<file path="src/rtl/fifo_wptr_full.sv">
// Write-domain pointer/flag controller for an async FIFO: binary + Gray write
// pointer, two-flop read-pointer synchroniser, full/almost-full/level/overflow.
module fifo_wptr_full #(
    parameter int ADDR_WIDTH        = 3,
    parameter int ALMOST_FULL_LEVEL = 6
) (
    input  logic                  wclk,
    input  logic                  wrst,
    input  logic                  winc,
    input  logic [ADDR_WIDTH:0]   rptr_gray,
    output logic                  wen,
    output logic [ADDR_WIDTH-1:0] waddr,
    output logic [ADDR_WIDTH:0]   wptr_gray,
    output logic                  wfull,
    output logic                  walmost_full,
    output logic [ADDR_WIDTH:0]   wlevel,
    output logic                  woverflow
);
    localparam int          PW  = ADDR_WIDTH + 1;
    localparam logic [31:0] AFL = 32'(ALMOST_FULL_LEVEL);

    logic [PW-1:0] wbin_q, wbin_d;
    logic [PW-1:0] wgray_q, wgray_d;
    logic [PW-1:0] rq1_q, rq2_q;
    logic [PW-1:0] rbin_sync;
    logic [PW-1:0] wlevel_q, wlevel_d;
    logic          wfull_q, wfull_d;
    logic          walmost_full_q, walmost_full_d;
    logic          woverflow_q, woverflow_d;

    function automatic logic [PW-1:0] gray2bin(input logic [PW-1:0] g);
        logic [PW-1:0] b;
        b[PW-1] = g[PW-1];
        for (int i = PW - 2; i >= 0; i--) b[i] = b[i+1] ^ g[i];
        return b;
    endfunction

    // Gating with wrst keeps the RAM from seeing a write while the block is held in reset.
    assign wen = winc & ~wfull_q & ~wrst;

    always_comb begin
        wbin_d         = wbin_q + {{(PW-1){1'b0}}, wen};
        wgray_d        = wbin_d ^ (wbin_d >> 1);
        rbin_sync      = gray2bin(rq2_q);
        wlevel_d       = wbin_d - rbin_sync;
        // Full when write pointer equals read pointer with the two MSBs inverted (Gray form).
        wfull_d        = (wgray_d == {~rq2_q[ADDR_WIDTH:ADDR_WIDTH-1], rq2_q[ADDR_WIDTH-2:0]});
        walmost_full_d = (32'(wlevel_d) >= AFL);
        woverflow_d    = woverflow_q | (winc & wfull_q);
    end

    always_ff @(posedge wclk or posedge wrst) begin
        if (wrst) begin
            wbin_q         <= '0;
            wgray_q        <= '0;
            rq1_q          <= '0;
            rq2_q          <= '0;
            wfull_q        <= 1'b0;
            walmost_full_q <= 1'b0;
            wlevel_q       <= '0;
            woverflow_q    <= 1'b0;
        end else begin
            wbin_q         <= wbin_d;
            wgray_q        <= wgray_d;
            rq1_q          <= rptr_gray;
            rq2_q          <= rq1_q;
            wfull_q        <= wfull_d;
            walmost_full_q <= walmost_full_d;
            wlevel_q       <= wlevel_d;
            woverflow_q    <= woverflow_d;
        end
    end

    assign waddr        = wbin_q[ADDR_WIDTH-1:0];
    assign wptr_gray    = wgray_q;
    assign wfull        = wfull_q;
    assign walmost_full = walmost_full_q;
    assign wlevel       = wlevel_q;
    assign woverflow    = woverflow_q;
endmodule

</file>
<file path="config.mk">
export PLATFORM = sky130hd
export DESIGN_NAME = fifo_wptr_full
export DESIGN_NICKNAME = d
export VERILOG_FILES = /design/src/rtl/fifo_wptr_full.sv
export SDC_FILE = /design/constraint.sdc
export NUM_CORES = 1
export LEC_CHECK = 0
export ABC_AREA = 1
export BUFFER_PORTS_ARGS = -buffer_cell sky130_fd_sc_hd__buf_2
export CAP_MARGIN = 5
export CORE_MARGIN = 1
export CORE_UTILIZATION = 45
export DETAILED_ROUTE_END_ITERATION = 7
export PLACE_DENSITY = 0.71
export REMOVE_ABC_BUFFERS = 1
export SYNTH_ARGS = -nofsm -noshare
export SYNTH_HDL_FRONTEND = slang
export SYNTH_SLANG_ARGS = --single-unit
</file>
<file path="constraint.sdc">
create_clock -name wclk -period 1.9 [get_ports wclk]
set_clock_uncertainty 0.2 [all_clocks]
set_input_delay 0.095 -clock wclk [delete_from_list [all_inputs] [get_ports wclk]]
set_output_delay 0.095 -clock wclk [all_outputs]
set_load 0.05 [all_outputs]
</file>
After elaboration in Yosys (flattened, before gate mapping):

Index checks and enable logic that the tools add are counted.

* bits in registers: 23
* input port bits: 7
* logic and storage cells: 23

* add/subtract/negate cells: 2
* order comparisons: 1
* equality and inequality tests: 1
* bitwise gates (word level): 11

Operator list (count)
* adder 4 x 1 -> 4 bit: 1
* == test 4 bit: 1
* >= comparator 4 x 3 -> 1 bit (second input constant): 1
* subtractor 4 bit: 1
* XOR 4 x 3 -> 4 bit: 1
* bitwise AND 1 bit: 3
* XOR 1 bit: 3
* NOT 1 bit: 2
* NOT 2 bit: 1
* bitwise OR 1 bit: 1

Longest topological paths before layout:

* depth in word-level cells: 6
* gate-level depth with buffers: 13
* mapped depth without buffers: 13

Worst setup path after synthesis:

No wires, ideal clock.

* path type: input to register
* start point: in wrst
* end point: reg walmost_full_q, in the netlist walmost_full
* library setup time: 0.125 ns
* data arrival time: 2.790 ns
* data required time: 1.575 ns
* setup slack: -1.216 ns
* stages on the path: 13
* buffers on the path: 0
* path through: inv_1 nand2_1 nor2_1 ha_1 ha_1 inv_1 nand2_1 nand2_1 ha_1 a21oi_1 inv_1 nand2_1 nand3_1

* word-level cells in the longest chain between the ends: 5

Ends and longest elaborated chain
* start, declared: RTL line 8 `input logic wrst,`
* NOT 1 bit: RTL line 39 `assign wen = winc & ~wfull_q & ~wrst;`
* bitwise AND 1 bit: RTL line 39
* via wen: RTL line 11 `output logic wen,`
* adder 4 x 1 -> 4 bit: RTL line 42 `wbin_d = wbin_q + {{(PW-1){1'b0}}, wen};`
* via wbin_d[2]: RTL line 22 `logic [PW-1:0] wbin_q, wbin_d;`
* subtractor 4 bit: RTL line 45 `wlevel_d = wbin_d - rbin_sync;`
* >= comparator 4 x 3 -> 1 bit: RTL line 48 `walmost_full_d = (32'(wlevel_d) >= AFL);`
* via walmost_full_d: RTL line 28 `logic walmost_full_q, walmost_full_d;`
* end signal, assigned: RTL line 68 `walmost_full_q <= walmost_full_d;`
* end, declared: RTL line 28

The timed path passes the listed nets, and every way through them passes these cells.

Worst setup path after layout:

* start point: reg rq2_q[3]
* end point: reg walmost_full_q, in the netlist walmost_full

* word-level cells in the longest chain between the ends: 5

Ends and longest elaborated chain
* start, declared: RTL line 24 `logic [PW-1:0] rq1_q, rq2_q;`
* start signal, assigned: RTL line 66 `rq2_q <= rq1_q;`
* XOR 1 bit * (2 in a row): RTL line 34 `for (int i = PW - 2; i >= 0; i--) b[i] = b[i+1] ^ g[i];`
* XOR 1 bit: RTL line 34
* subtractor 4 bit *: RTL line 45
* via wlevel_d[1]: RTL line 26 `logic [PW-1:0] wlevel_q, wlevel_d;`
* >= comparator 4 x 3 -> 1 bit *: RTL line 48
* via walmost_full_d: RTL line 28

Mark *: on every way through the listed nets, which the timed path passes. The rest lies on a longest branch.

==> key figures <==
Synth
  – Largest cells by area after synthesis: dfrtp_1, nand2_1, ha_1, nand3_1, inv_1
  – Most frequent cell after synthesis: dfrtp_1
  – Synth Cell Area: 957 um2
  – Netlist cell types: 16
  – Synth Register Bits: 22
  – Yosys top cell area share: 57.5%
  – Synth Flop Type: dfrtp_1
  – Yosys Warn Count: 0
  – Post-synth top area cell: dfrtp_1
  – Average cell area after synthesis: approximately 11 um2
  – Async set-reset flop share out of synthesis: between 90% and 100%
  – Seq/Total Area, Yosys: 57.5%
  – Post-synth EDFFs: 0
  – Post-Synthesis Cells: between 90 and 100
  – Synth top cells by count: dfrtp_1, nand2_1, inv_1

Drt
  – First-pass iteration count of the detailed router: 4
  – DR iter-0 viols: 20
  – Final WL: between 2000 and 2500 um
  – Residual DRC: 0
  – Vias: between 800 and 900
  – Avg WL per Cell: about 14 um
  – Via-to-Cell Ratio: around 4.8
  – ANT nets after route: 0

Setup path
  – Crit-path max cell delay: 430 ps
  – CP bufs+invs: 1
  – Worst flop-to-flop path endpoint: walmost_full$_DFF_PP0_
  – CP required: about 2000 ps
  – FF-to-FF setup slack: -230 ps
  – Crit. End Element: register
  – Worst Setup Start Kind: register
  – RR Startpoint: rq2_q[3]$_DFF_PP0_
  – Worst R2R Path Depth: 8
  – Critical path's top delay family: adder cells
  – Setup CP Type: register to register
  – Cells along the critical path: xnor2_2 -> xor2_2 -> xnor2_1 -> ha_2 -> fa_1 -> inv_2 -> nand2_1 -> nand3_1
  – Crit path arrival time: about 2200 ps
  – Crit-path max FO: 2
  – Slowest CP cell: dfrtp_1

Final layout
  – ANT cells: 0
  – Fillers: approximately 110
  – Area Growth Syn to Fin: 60.9%
  – FF/Latch Area: ~550 um2
  – Area of the multi-input gates: roughly 500 um2
  – Final nets: approximately 160
  – Share of post-route cells with drive strength above 1: a little under three fifths
  – Design area: around 1500 um2

Timing
  – Worst rel slew slack: 77.0%
  – Final Hold Fails: 0
  – Final worst-path cycle share: 112%
  – Unrepaired setup endpoints after global routing: yes
  – Final setup margin: -231 ps
  – Actual slew at the worst max-slew pin: around 350 ps
  – # setup viols final: 4
  – Min cycle time layout: ~2100 ps
  – Slew Viols, Final: 0
  – Setup_tns: -588 ps
  – Max Freq: ~470 MHz

Worst hold path
  – Worst Hold Launch: winc
  – Hold depth: 4
  – HP Class: input pin to register
  – Hold EP: wbin_q[0]$_DFF_PP0_

GRT
  – GRT met1 Usage: 25.6%
  – Congestion Overflow GR: 0
  – Initial antenna violation count: 0
  – Most Crowded Layer GR: met2
  – Largest net degree at the start of global routing: 23
  – GR Util met2: around two fifths
  – Grt met3 use: 3.70%
  – Total GRT Usage: about 23%
  – Vias in the first global route: 770
  – Global-route wire length before repair: approximately 3400 um

Clock tree
  – Clk Latency, worst-skew pair: approximately 310 ps
  – CTS buffer count: 3
  – Clk slew on worst S/H paths: 120 ps
  – CTS sink cnt: 22
  – Max Buffers Root-to-Sink: 2
  – CTS tree: built
  – H-tree Lvls: 1
  – CTS root buf: clkbuf_4

Floorplanning
  – Die Ht: 48.1 um
  – Starting Density: 48.3%
  – X dimension of the die: 48.1 um
  – Total core area: 1980 um2
  – Full die area: 2320 um2
  – Ports: 22
  – Number of core rows: 16

Status
  – Status: finished, violations left
  – Failing checks: setup timing

Run
  – Max Cap Violations: 0

Placement
  – Post-DP HPWL: approximately 1300 um
  – Final GP Congestion: 0.786
  – Cell Area, Placed: 1190 um2
  – Buffers added on ports: 21
flip-flops by register name (all words and copies together) (netlist names):
register and count:
wlevel 4, walmost_full 1, woverflow 1, wfull 1
wbin_q 4, rq1_q 4, rq2_q 4, wptr_gray 3
what timing repair did:
action | CTS | global route
pin swaps | 9 | 14
gates cloned | 0 | 0
setup endpoints to repair | 5 | 6
hold endpoints to repair | 27 | 0
setup buffers | 8 | 3
resized for setup | 12 | 27
hold buffers | 6 | 0
cells by family after synthesis:
kind of cell / Yosys count / share of synthesized area (%)
simple gates: 38 / 18.4
flops: 22 / 57.5
buf+inv: 16 / 6.27
xor+xnor: 6 / 7.06
fa+ha+maj: 6 / 8.63
compound gates: 3 / 2.09
worst register-to-register path, stage by stage, from the launching register on:
cell	delay (ps)
dfrtp_1	430
xnor2_2	240
xor2_2	190
xnor2_1	160
ha_2	230
fa_1	430
inv_2	70
nand2_1	50
nand3_1	80
area by class of cell:
class | count | share of cell area (%)
Clock buffer | 4 | 2.36
Inverter | 16 | 3.90
Multi-Input combinational cell | 53 | 32.7
Sequential cell | 22 | 35.7
Tap cell | 27 | 2.19
Timing Repair Buffer | 50 | 23.1
stage by stage:
step	setup WS [ps]	std cells	utilization (%)	hold WS, ps
final	-231	172	77.7	97.4
after global routing	-340	172	77.7	93.2
after CTS	-208	170	71.4	78.6
after detailed placement	-260	152	60.2	-3.32
after global placement	-232	152	60.2	-13.8
after floorplan	-1220	91	-	-107
layout by cell type, fill, tap and decap left out, types with 2 or more instances in the layout:
| master | n |
|---|---|
| nand2_1 | 11 |
| ha_4 | 4 |
| buf_2 | 20 |
| clkbuf_4 | 3 |
| dlygate4sd3_1 | 6 |
| xnor2_1 | 2 |
| nand2_4 | 3 |
| dfrtp_1 | 22 |
| nand3_2 | 3 |
| buf_4 | 21 |
| inv_2 | 4 |
| nand2_2 | 9 |
| inv_1 | 12 |
| nand3_1 | 8 |
| buf_6 | 2 |
layer usage:
layer	part of all wire (%)	up-vias
met5	0	-
met4	2.7	0
met3	3.1	6
met2	56	25
met1	39	399
li1	-	390
worst max path at each step:
stage                     slack, ps               start  cells past startpoint                      to
final                          -230  rq2_q[3]$_DFF_PP0_                      8  walmost_full$_DFF_PP0_
after global routing           -340  rq2_q[3]$_DFF_PP0_                      8  walmost_full$_DFF_PP0_
after CTS                      -210  rq2_q[2]$_DFF_PP0_                      8  walmost_full$_DFF_PP0_
after detailed placement       -260  rq2_q[3]$_DFF_PP0_                      8  walmost_full$_DFF_PP0_
after global placement         -230     wfull$_DFF_PP0_                     11  walmost_full$_DFF_PP0_
after floorplan               -1220                wrst                     13  walmost_full$_DFF_PP0_
Power is left out: the tool's default activity adds up to more than one toggle a clock period on the data nets, which glitch-free logic cannot reach.
